$ cat src/rtl/btn_pkg.sv
// Shared types and helpers for the pushbutton conditioner.
// Holds the per-channel FSM state encoding, the direction index constants
// (bit3 up, bit2 down, bit1 left, bit0 right), the pending-move payload,
// and the debounce/repeat counter width function.
// Optional feature macro used by the block: BTN_AUTOREPEAT_EN.
package btn_pkg;

  localparam int unsigned NUM_BTN = 4;
  localparam int unsigned DIR_W   = 2;

  // Direction index into btn_raw / btn_level / button_press.
  localparam logic [DIR_W-1:0] UP    = 2'd3;
  localparam logic [DIR_W-1:0] DOWN  = 2'd2;
  localparam logic [DIR_W-1:0] LEFT  = 2'd1;
  localparam logic [DIR_W-1:0] RIGHT = 2'd0;

  typedef enum logic [1:0] {
    IDLE     = 2'd0,
    PRESS_DB = 2'd1,
    PRESSED  = 2'd2,
    REL_DB   = 2'd3
  } btn_state_e;

  // One accepted move: valid flag plus direction index.
  typedef struct packed {
    logic             valid;
    logic [DIR_W-1:0] dir;
  } move_t;

  // Bits needed to hold the values 0..max_count.
  function automatic int unsigned cnt_width(input int unsigned max_count);
    return (max_count == 32'd0) ? 32'd1 : 32'($clog2(64'(max_count) + 64'd1));
  endfunction

  // Direction index to one-hot button vector.
  function automatic logic [NUM_BTN-1:0] dir_onehot(input logic [DIR_W-1:0] dir);
    return NUM_BTN'(1) << dir;
  endfunction

endpackage

$ cat src/rtl/btn_debounce.sv
// One pushbutton channel: 2-flop synchronizer, 4-state debounce FSM with a
// saturating stable-level counter, and (with BTN_AUTOREPEAT_EN defined) an
// auto-repeat timer active while the channel stays in PRESSED.
// Ports:
//   clk_65    in  system clock
//   rst       in  asynchronous active-high reset
//   btn_raw   in  asynchronous button level
//   btn_level out debounced level (1 in PRESSED and REL_DB)
//   press_evt out one-cycle press event (acceptance, or repeat when enabled)
module btn_debounce
  import btn_pkg::*;
#(
  parameter int unsigned DEBOUNCE_CYCLES = 650000,
  parameter int unsigned REPEAT_DELAY    = 26000000,
  parameter int unsigned REPEAT_PERIOD   = 9750000
) (
  input  logic clk_65,
  input  logic rst,
  input  logic btn_raw,
  output logic btn_level,
  output logic press_evt
);

  localparam int unsigned       DB_W     = cnt_width(DEBOUNCE_CYCLES);
  localparam logic [DB_W-1:0]   DB_LIMIT = DB_W'(DEBOUNCE_CYCLES);

  logic            sync1_q, sync1_d;
  logic            sync2_q, sync2_d;
  btn_state_e      state_q, state_d;
  logic [DB_W-1:0] db_cnt_q, db_cnt_d;
  logic [DB_W-1:0] db_inc;
  logic            level_q, level_d;
  logic            evt_q, evt_d;
  logic            accept;
  logic            rpt_fire;

  // Synchronizer stages.
  always_comb begin
    sync1_d = btn_raw;
    sync2_d = sync1_q;
  end

  // Debounce FSM; the first qualifying sample seen in IDLE/PRESSED counts as 1.
  always_comb begin
    state_d  = state_q;
    db_cnt_d = db_cnt_q;
    accept   = 1'b0;
    db_inc   = (db_cnt_q == '1) ? db_cnt_q : db_cnt_q + DB_W'(1);
    case (state_q)
      IDLE: begin
        if (sync2_q) begin
          state_d  = PRESS_DB;
          db_cnt_d = DB_W'(1);
        end
      end
      PRESS_DB: begin
        if (!sync2_q) begin
          state_d  = IDLE;
          db_cnt_d = '0;
        end else if (db_inc >= DB_LIMIT) begin
          state_d  = PRESSED;
          db_cnt_d = '0;
          accept   = 1'b1;
        end else begin
          db_cnt_d = db_inc;
        end
      end
      PRESSED: begin
        if (!sync2_q) begin
          state_d  = REL_DB;
          db_cnt_d = DB_W'(1);
        end
      end
      REL_DB: begin
        // A release glitch returning to PRESSED is not a new press.
        if (sync2_q) begin
          state_d  = PRESSED;
          db_cnt_d = '0;
        end else if (db_inc >= DB_LIMIT) begin
          state_d  = IDLE;
          db_cnt_d = '0;
        end else begin
          db_cnt_d = db_inc;
        end
      end
      default: begin
        state_d  = IDLE;
        db_cnt_d = '0;
      end
    endcase
    level_d = (state_d == PRESSED) || (state_d == REL_DB);
    evt_d   = accept | rpt_fire;
  end

`ifdef BTN_AUTOREPEAT_EN
  localparam int unsigned      RPT_MAX = (REPEAT_DELAY > REPEAT_PERIOD) ? REPEAT_DELAY
                                                                        : REPEAT_PERIOD;
  localparam int unsigned      RPT_W   = cnt_width(RPT_MAX);
  localparam logic [RPT_W-1:0] RPT_DLY = RPT_W'(REPEAT_DELAY);
  localparam logic [RPT_W-1:0] RPT_PER = RPT_W'(REPEAT_PERIOD);

  logic [RPT_W-1:0] rpt_cnt_q, rpt_cnt_d;
  logic [RPT_W-1:0] rpt_inc;
  logic             rpt_first_q, rpt_first_d;

  // Repeat timer: counts clocks spent staying in PRESSED, first interval
  // REPEAT_DELAY then REPEAT_PERIOD; cleared whenever PRESSED is not held.
  always_comb begin
    rpt_cnt_d   = rpt_cnt_q;
    rpt_first_d = rpt_first_q;
    rpt_fire    = 1'b0;
    rpt_inc     = (rpt_cnt_q == '1) ? rpt_cnt_q : rpt_cnt_q + RPT_W'(1);
    if ((state_q != PRESSED) || (state_d != PRESSED)) begin
      rpt_cnt_d   = '0;
      rpt_first_d = 1'b1;
    end else if (rpt_inc >= (rpt_first_q ? RPT_DLY : RPT_PER)) begin
      rpt_cnt_d   = '0;
      rpt_first_d = 1'b0;
      rpt_fire    = 1'b1;
    end else begin
      rpt_cnt_d = rpt_inc;
    end
  end

  always_ff @(posedge clk_65 or posedge rst) begin
    if (rst) begin
      rpt_cnt_q   <= '0;
      rpt_first_q <= 1'b1;
    end else begin
      rpt_cnt_q   <= rpt_cnt_d;
      rpt_first_q <= rpt_first_d;
    end
  end
`else
  // Repeat timing parameters only matter when auto-repeat is built.
  logic unused_rpt_cfg;
  assign unused_rpt_cfg = ^{32'(REPEAT_DELAY), 32'(REPEAT_PERIOD)};
  assign rpt_fire       = 1'b0;
`endif

  always_ff @(posedge clk_65 or posedge rst) begin
    if (rst) begin
      sync1_q  <= 1'b0;
      sync2_q  <= 1'b0;
      state_q  <= IDLE;
      db_cnt_q <= '0;
      level_q  <= 1'b0;
      evt_q    <= 1'b0;
    end else begin
      sync1_q  <= sync1_d;
      sync2_q  <= sync2_d;
      state_q  <= state_d;
      db_cnt_q <= db_cnt_d;
      level_q  <= level_d;
      evt_q    <= evt_d;
    end
  end

  assign btn_level = level_q;
  assign press_evt = evt_q;

endmodule

$ cat src/rtl/button_conditioner.sv
// Four-button conditioner: per-channel debounce (btn_debounce x4), fixed
// priority arbitration of press events (up > down > left > right) and a
// one-entry pending move register handshaked with move_ready.
// Optional auto-repeat is built when BTN_AUTOREPEAT_EN is defined.
// Ports:
//   clk_65        in  system clock
//   rst           in  asynchronous active-high reset
//   btn_raw[3:0]  in  raw button levels (3 up, 2 down, 1 left, 0 right)
//   move_ready    in  consumer can take a move this cycle
//   button_press  out one-hot single-cycle move pulse
//   btn_level     out debounced button levels
//   press_pending out accepted move waiting for move_ready
module button_conditioner
  import btn_pkg::*;
#(
  parameter int unsigned DEBOUNCE_CYCLES = 650000,
  parameter int unsigned REPEAT_DELAY    = 26000000,
  parameter int unsigned REPEAT_PERIOD   = 9750000
) (
  input  logic               clk_65,
  input  logic               rst,
  input  logic [NUM_BTN-1:0] btn_raw,
  input  logic               move_ready,
  output logic [NUM_BTN-1:0] button_press,
  output logic [NUM_BTN-1:0] btn_level,
  output logic               press_pending
);

  logic [NUM_BTN-1:0] evt;
  move_t              win;
  move_t              pend_q, pend_d;
  logic [NUM_BTN-1:0] press_q, press_d;

  for (genvar i = 0; i < NUM_BTN; i++) begin : g_chan
    btn_debounce #(
      .DEBOUNCE_CYCLES (DEBOUNCE_CYCLES),
      .REPEAT_DELAY    (REPEAT_DELAY),
      .REPEAT_PERIOD   (REPEAT_PERIOD)
    ) u_db (
      .clk_65    (clk_65),
      .rst       (rst),
      .btn_raw   (btn_raw[i]),
      .btn_level (btn_level[i]),
      .press_evt (evt[i])
    );
  end

  // Fixed-priority pick among this cycle's events; losers are dropped.
  always_comb begin
    win = '0;
    if (evt[UP]) begin
      win.valid = 1'b1;
      win.dir   = UP;
    end else if (evt[DOWN]) begin
      win.valid = 1'b1;
      win.dir   = DOWN;
    end else if (evt[LEFT]) begin
      win.valid = 1'b1;
      win.dir   = LEFT;
    end else if (evt[RIGHT]) begin
      win.valid = 1'b1;
      win.dir   = RIGHT;
    end
  end

  // Issue pending first; a same-cycle event then becomes pending. With nothing
  // pending and the consumer ready, the event bypasses straight to the pulse.
  always_comb begin
    pend_d  = pend_q;
    press_d = '0;
    if (pend_q.valid && move_ready) begin
      press_d = dir_onehot(pend_q.dir);
      pend_d  = win;
    end else if (win.valid && move_ready) begin
      press_d = dir_onehot(win.dir);
    end else if (win.valid) begin
      pend_d = win;
    end
  end

  always_ff @(posedge clk_65 or posedge rst) begin
    if (rst) begin
      pend_q  <= '0;
      press_q <= '0;
    end else begin
      pend_q  <= pend_d;
      press_q <= press_d;
    end
  end

  assign button_press  = press_q;
  assign press_pending = pend_q.valid;

endmodule
$ cat config.mk
export PLATFORM = sky130hd
export DESIGN_NAME = button_conditioner
export DESIGN_NICKNAME = d
export VERILOG_FILES = /design/src/rtl/btn_pkg.sv /design/src/rtl/btn_debounce.sv /design/src/rtl/button_conditioner.sv
export SDC_FILE = /design/constraint.sdc
export NUM_CORES = 1
export LEC_CHECK = 0
export BUFFER_PORTS_ARGS = -buffer_cell sky130_fd_sc_hd__buf_4
export CORE_MARGIN = 2
export CORE_UTILIZATION = 65
export CTS_BUF_LIST = sky130_fd_sc_hd__clkbuf_8
export DETAILED_ROUTE_END_ITERATION = 12
export GPL_ROUTABILITY_DRIVEN = 0
export PLACE_DENSITY = 0.82
export REMOVE_ABC_BUFFERS = 1
export SETUP_SLACK_MARGIN = 0.02
export SLEW_MARGIN = 15
export SYNTH_ARGS = -nofsm -noshare
export SYNTH_HDL_FRONTEND = slang
export SYNTH_SLANG_ARGS = --single-unit
$ cat constraint.sdc
create_clock -name clk_65 -period 7.25 [get_ports clk_65]
set_input_delay 1.8125 -clock clk_65 [delete_from_list [all_inputs] [get_ports clk_65]]
set_output_delay 1.8125 -clock clk_65 [all_outputs]
set_load 0.05 [all_outputs]
After elaboration in Yosys (flattened, before gate mapping)
Index checks and enable logic that the tools add are counted.
Operators by class
  multiplexer cells: 77
  shifts and indexed selects: 2
  order comparisons: 4
  add/sub/neg operators: 4
  eq/ne operators: 33
  reductions and logical operators: 16
Operators by type and width (count)
  20-bit two-way mux: 24
  20-bit case mux with 4 select lines: 4
  20-bit by 1-bit adder with 20-bit output, second input constant: 4
  20-bit equality test, second input constant: 4
  20-bit greater-or-equal comparator, second input constant: 4
  2-bit two-way mux: 24
  2-bit equality test, second input constant: 16
  2-bit case mux with 4 select lines: 4
  3-bit two-way mux: 7
  1-bit two-way mux: 12
  2-bit inequality test, second input constant: 5
  2-bit AND reduction: 5
  2-bit by 1-bit equality test with 1-bit output, second input constant: 4
  2-bit zero test: 4
  4-bit two-way mux: 2
  2-bit by 1-bit inequality test with 1-bit output, second input constant: 4
  1-bit by 2-bit left shift with 4-bit output, first input constant: 2
  1-bit logical OR: 4
  1-bit logical AND: 2
  2-bit nonzero test: 1
Storage, ports and cells
  register bits after elaboration: 111
  output and inout port bits: 9
  word-level logic and storage cells: 163
  input port bits: 7

Depth between registers and ports, before layout
  depth after elaboration: 8
  depth in mapped cells: 12
  depth with buffers taken out: 9

Modules after synthesis
From an unflattened synthesis, not the netlist that was laid out.
Unflattened totals
  cell total of the unflattened synthesis: 882
  area, all modules: 7453.4 µm²
By module, submodules not included
  btn_debounce (g_chan[0].u_db ...): sequential area each 650.6 µm², times used 3, area an instance 1795.5 µm², cells an instance 218
  btn_debounce (g_chan[3].u_db): sequential area each 650.6 µm², times used 1, area an instance 1727.9 µm², cells an instance 193
  button_conditioner: sequential area each 175.2 µm², times used 1, area an instance 339.1 µm², cells an instance 35

Least setup slack after synthesis
Ideal clock, no wire load.
  kind: reg2reg
  start: register g_chan[3].u_db.db_cnt_q[0]
  end: register g_chan[3].u_db.level_q
  setup slack: 4443 ps
  data required time: 7125 ps
  stages on the path, launching flop included: 11
  buffers on the path: 1
  data arrival time: 2683 ps
  path through: dfrtp_1 ha_1 nand3_1 nor4_1 buf_2 mux2i_1 o2111a_1 o311a_1 o21ai_1 a211oi_2 mux2_2
Between the ends
  longest elaborated chain between the ends: 8
Ends and longest elaborated chain
  from (decl): RTL line btn_debounce.sv:30  | logic [DB_W-1:0] db_cnt_q, db_cnt_d;
  from (signal assigned): RTL line btn_debounce.sv:153  | db_cnt_q <= db_cnt_d;
  20-bit by 1-bit adder with 20-bit output or 20-bit equality test (tied branches): RTL line btn_debounce.sv:48  | db_inc = (db_cnt_q == '1) ? db_cnt_q : db_cnt_q + DB_W'(1);
  20-bit two-way mux *: RTL line btn_debounce.sv:48
  20-bit greater-or-equal comparator *: RTL line btn_debounce.sv:60, btn_debounce.sv:79
  2-bit two-way mux, on equally long branches: RTL line btn_debounce.sv:79, btn_debounce.sv:60
  2-bit two-way mux, on equally long branches: RTL line btn_debounce.sv:76, btn_debounce.sv:57
  2-bit case mux with 4 select lines *: RTL line btn_debounce.sv:49  | case (state_q)
  2-bit equality test: RTL line btn_debounce.sv:91  | level_d = (state_d == PRESSED) || (state_d == REL_DB);
  1-bit logical OR *: RTL line btn_debounce.sv:91
  named net g_chan[3].u_db.level_d: RTL line btn_debounce.sv:32  | logic level_q, level_d;
  to (signal assigned): RTL line btn_debounce.sv:154  | level_q <= level_d;
  to (decl): RTL line btn_debounce.sv:32
The timed path passes the listed nets; every way through them passes the cells marked *.
A chain may end at the register's enable or synchronous reset.

Worst setup path in the final report
  start: register g_chan[0].u_db.db_cnt_q[11]
  end: register g_chan[0].u_db.db_cnt_q[7]
Between the ends
  longest elaborated chain between the ends: 6
Ends and longest elaborated chain (RTL line)
  from (decl): btn_debounce.sv:30
  from (signal assigned): btn_debounce.sv:153
  20-bit by 1-bit adder with 20-bit output or 20-bit equality test (tied branches): btn_debounce.sv:48
  20-bit two-way mux *: btn_debounce.sv:48
  20-bit greater-or-equal comparator: btn_debounce.sv:60, btn_debounce.sv:79
  20-bit two-way mux *: btn_debounce.sv:60, btn_debounce.sv:79
  20-bit two-way mux, on equally long branches: btn_debounce.sv:76, btn_debounce.sv:57
  20-bit case mux with 4 select lines *: btn_debounce.sv:49
Mark *: on every way between the ends. The rest lies on a longest branch, timed or not.

==> results.md <==
- Status: complete, no violations
- Final period util: 54.02%
- Largest net degree at the start of global routing: 84
- Main synth FF type: dfrtp_1
- Post-synth EDFFs: 0
- Initial antenna violation count: 0
- Worst R2R Setup Slack: 3330 ps
- Synth Area in XOR/XNOR: 2.882%
- Post-synthesis mux area share: 2.350%
- Final Core Density: 69.10%
- Area of the die: 0.01208 mm²
- Cell depth of the worst setup path: 8
- First-pass GRT wire length: 27.63 mm
- CP Max Fanout: 23
- CTS Root Cell: clkbuf_8
- Via Count: 6662
- IO Port Bufs: 15
- Max Fclk: 0.2553 GHz
- Initial Utilization: 66.98%
- Synth Area in Simple Gates: 26.52%
- Compound-gate portion of the synthesized area: 23.47%
- Switching part of the total: 27.05%
- Die Ht: 109.9 µm
- CP most frequent cell: o311ai_0
- Setup Fix Bufs, Post-CTS: 0
- Crit path kind: reg -> reg
- RSZ-0062 raised after global routing: no
- Cell chain of the critical path: and4_1 > and3_1 > a21boi_1 > o311ai_0 > nand3_1 > o211ai_2 > nand2_1 > o311ai_0
- Tmin final: 3916 ps
- Hold path depth: 0
- # Max-Cap Violations: 0
- Post-synth ARST share: 100.0%
- Clk buf depth: 2
- Slew @ Worst Pin: 1122 ps
- Largest family of logic cells by synthesized area: simple AND/OR/NAND/NOR gates
- Starting DRC count in detailed routing: 527
- Int Power: 0.0008471 W
- Clock latency on the worst-skew pair: 400 ps
- Number of routed nets with antenna violations: 0
- GRT overflow: 0
- Htree depth: 3
- Worst Hold Class: reg -> reg
- DR WL/cell: 17.02 µm
- Worst R2R Start: g_chan[0].u_db.db_cnt_q[11]
- Critical Path Sink Type: flip-flop
- Post-Route Skew: 13.42 ps
- Total track usage: 28.47%
- Number of vias per cell: 6.833
- Clock transition at path regs: 110 ps
- Crit path DAT: 4190 ps
- Hold buffer count at cts: 0
- Area grow syn2layout: 3.157%
- CP max-delay cell: o211ai_2
- R2R depth: 8
- Total CTS buffers: 9
- Yosys reg bits: 111
- Core area: 0.01089 mm²
- Pre-antenna DRT Iters: 5
- Synth cell types: 80
- TritonCTS clock tree: built
- Num ports: 16
- Clock sinks: 111
- Diode count: 0
- Largest cells by area after synthesis: dfrtp_1 (38%), nand2_1 (4.1%), nand3_1 (3.9%)
- Comb power frac: 8.4%
- Syn Area/Cell: 8.461 µm²
- Pleak: 2.961 nW
- Setup TNS: 0 ps
- Yosys warns: 0
- Die Wd: 109.9 µm
- Worst VDD drop: 0.0001308 V
- Routed wire length: 16.59 mm
- Endpoints failing hold: 0
- Fill count: 864
- Worst hold endpoint: g_chan[2].u_db.sync2_q
- Sequential fraction of the synthesis area: 38.09%
- Reg-to-Reg End: g_chan[0].u_db.db_cnt_q[7]
- Yosys top cell area share: 38.09%
- Cts repair resizes: 0
- Final setup vio count: 0
- Vias in the first global route: 6030
- CP top delay family: compound AO/OA/AOI/OAI gates
- Reg power frac: 57.1%
- HP Start: g_chan[2].u_db.sync1_q
- Power density over the cells: 154.3 mW/mm²
- Fin nets: 841
- Dpl hpwl: 11.27 mm
- CP Data Required Time: 7520 ps
- Cell Area, Synth: 0.007293 mm²
- WP buf/inv: 0
- Synth Instances: 862
- Largest area contributor in the netlist: dfrtp_1
- Slew HR: 25.19%
- Slew Limit Fails: 0
- Layout cells sized above 1: 8.144%
- Crit start category: flip-flop
- Site Rows: 38
- NetSw: 0.0003141 W
- Critical Path Max Stage Delay: 800 ps
- Clock power frac: 34.4%
- Remaining DRCs: 0
- Adder-cell share of the synthesized area: 0.8235%
==> routing by layer <==
layer  up-vias  track usage [%]  share of wire [%]
met3        28            6.224                7.0
met4         0            8.137                1.2
li1       3160                -                  -
met2       282            44.96                 47
met5         -                0                  0
met1      3192            39.55                 44
==> synth_stat cells (all sizes together), types with 9 or more instances <==
| library cell | count |
|---|---|
| mux2 | 9 |
| nand3 | 60 |
| a21o | 9 |
| a31oi | 32 |
| o21ai | 57 |
| nor4 | 12 |
| inv | 34 |
| nor2 | 54 |
| and4 | 15 |
| dfrtp | 111 |
| buf | 30 |
| and3 | 19 |
| and2 | 14 |
| xor2 | 13 |
| or3 | 10 |
| nand2b | 10 |
| a21oi | 50 |
| o211ai | 17 |
| xnor2 | 11 |
| nor3 | 21 |
| nand4 | 29 |
| clkbuf | 31 |
| o22ai | 9 |
| nand2 | 80 |
==> power groups by stage <==
stage                     Combinational [W]  Sequential, W  Clock (W)
final                             0.0000981       0.000663   0.000400
after global routing               0.000111       0.000667   0.000434
after CTS                         0.0000979       0.000663   0.000410
after detailed placement          0.0000975       0.000675          0
after global placement            0.0000917       0.000672          0
after floorplan                   0.0000727       0.000668          0
==> cell usage in the layout, fill, tap and decap left out, types with 4 or more instances in the layout <==
master    instances
nor3_1           21
nand4b_1          6
nand2b_1         10
nand3_1          57
xor2_1           13
a22o_1            8
o21ai_0          50
nor4_1           10
and3_1           18
nor3b_1           5
dfrtp_1         111
a211o_1           4
nand4_1          28
o31ai_1           5
nand2_1          80
nor2_1           52
o21a_1            4
a32o_1            5
and4_1           15
a211oi_1          6
nand3b_1          4
o211a_1           4
ha_1              4
clkbuf_8         10
buf_4            18
or2_2             5
o22ai_1           9
a41oi_1           5
and2_1           13
a21o_1            9
or4_1             6
or3_1            10
xnor2_1          11
o211ai_1         16
mux2i_1           7
o21ai_1           7
a21oi_1          50
mux2_2            9
inv_1            33
a31oi_1          32
==> worst max path at each step <==
stage	start	end
finish	g_chan[0].u_db.db_cnt_q[11]	g_chan[0].u_db.db_cnt_q[7]
global route	g_chan[0].u_db.db_cnt_q[11]	g_chan[0].u_db.db_cnt_q[15]
CTS	g_chan[0].u_db.db_cnt_q[0]	g_chan[0].u_db.db_cnt_q[7]
detailed placement	g_chan[0].u_db.db_cnt_q[0]	g_chan[0].u_db.db_cnt_q[7]
global placement	g_chan[0].u_db.db_cnt_q[0]	g_chan[0].u_db.db_cnt_q[15]
floorplan	rst	button_press[0]
==> layout make-up <==
type / count / area (µm²) / share of cell area [%]
Multi-Input combinational cell: 656 / 4093 / 54.40
Sequential cell: 111 / 2778 / 36.92
Timing Repair Buffer: 18 / 135.1 / 1.796
Clock buffer: 10 / 137.6 / 1.829
Clock inverter: 6 / 75.07 / 0.9978
Inverter: 34 / 130.1 / 1.730
Tap cell: 140 / 175.2 / 2.328
==> sequential cells by signal, indices dropped and copies added (netlist names) <==
| signal | flops |
|---|---|
| g_chan.u_db.db_cnt_q | 80 |
| g_chan.u_db.state_q | 8 |
| button_press | 4 |
| g_chan.u_db.press_evt | 4 |
| g_chan.u_db.btn_level | 4 |
| g_chan.u_db.sync2_q | 4 |
| g_chan.u_db.sync1_q | 4 |
| pend_q | 2 |
| press_pending | 1 |
==> stage by stage <==
stage          hold WS [ps]  worst slack, ps  total power, W  cell area [µm²]  std cells
4_1_cts               370.0             3446        0.001170             7518        975
6_report              364.6             3334        0.001161             7523        975
3_3_place_gp          336.5             3601       0.0007639             7306        959
2_1_floorplan         331.2             2507       0.0007411             6993        801
3_5_place_dp          344.2             3444       0.0007723             7306        959
5_1_grt               373.5             2968        0.001212             7523        975
==> worst register-to-register path, stage by stage, from the launching register on <==
cell	delay (ps)
dfrtp_1	550
and4_1	370
and3_1	270
a21boi_1	130
o311ai_0	550
nand3_1	170
o211ai_2	800
nand2_1	500
o311ai_0	440
==> cells by family after synthesis <==
| family | Yosys count |
|---|---|
| mux | 16 |
| fa+ha+maj | 5 |
| xor+xnor | 24 |
| buf+inv | 95 |
| flops | 111 |
| compound gates | 254 |
| simple gates | 357 |
(Power assumes the default switching activity.)
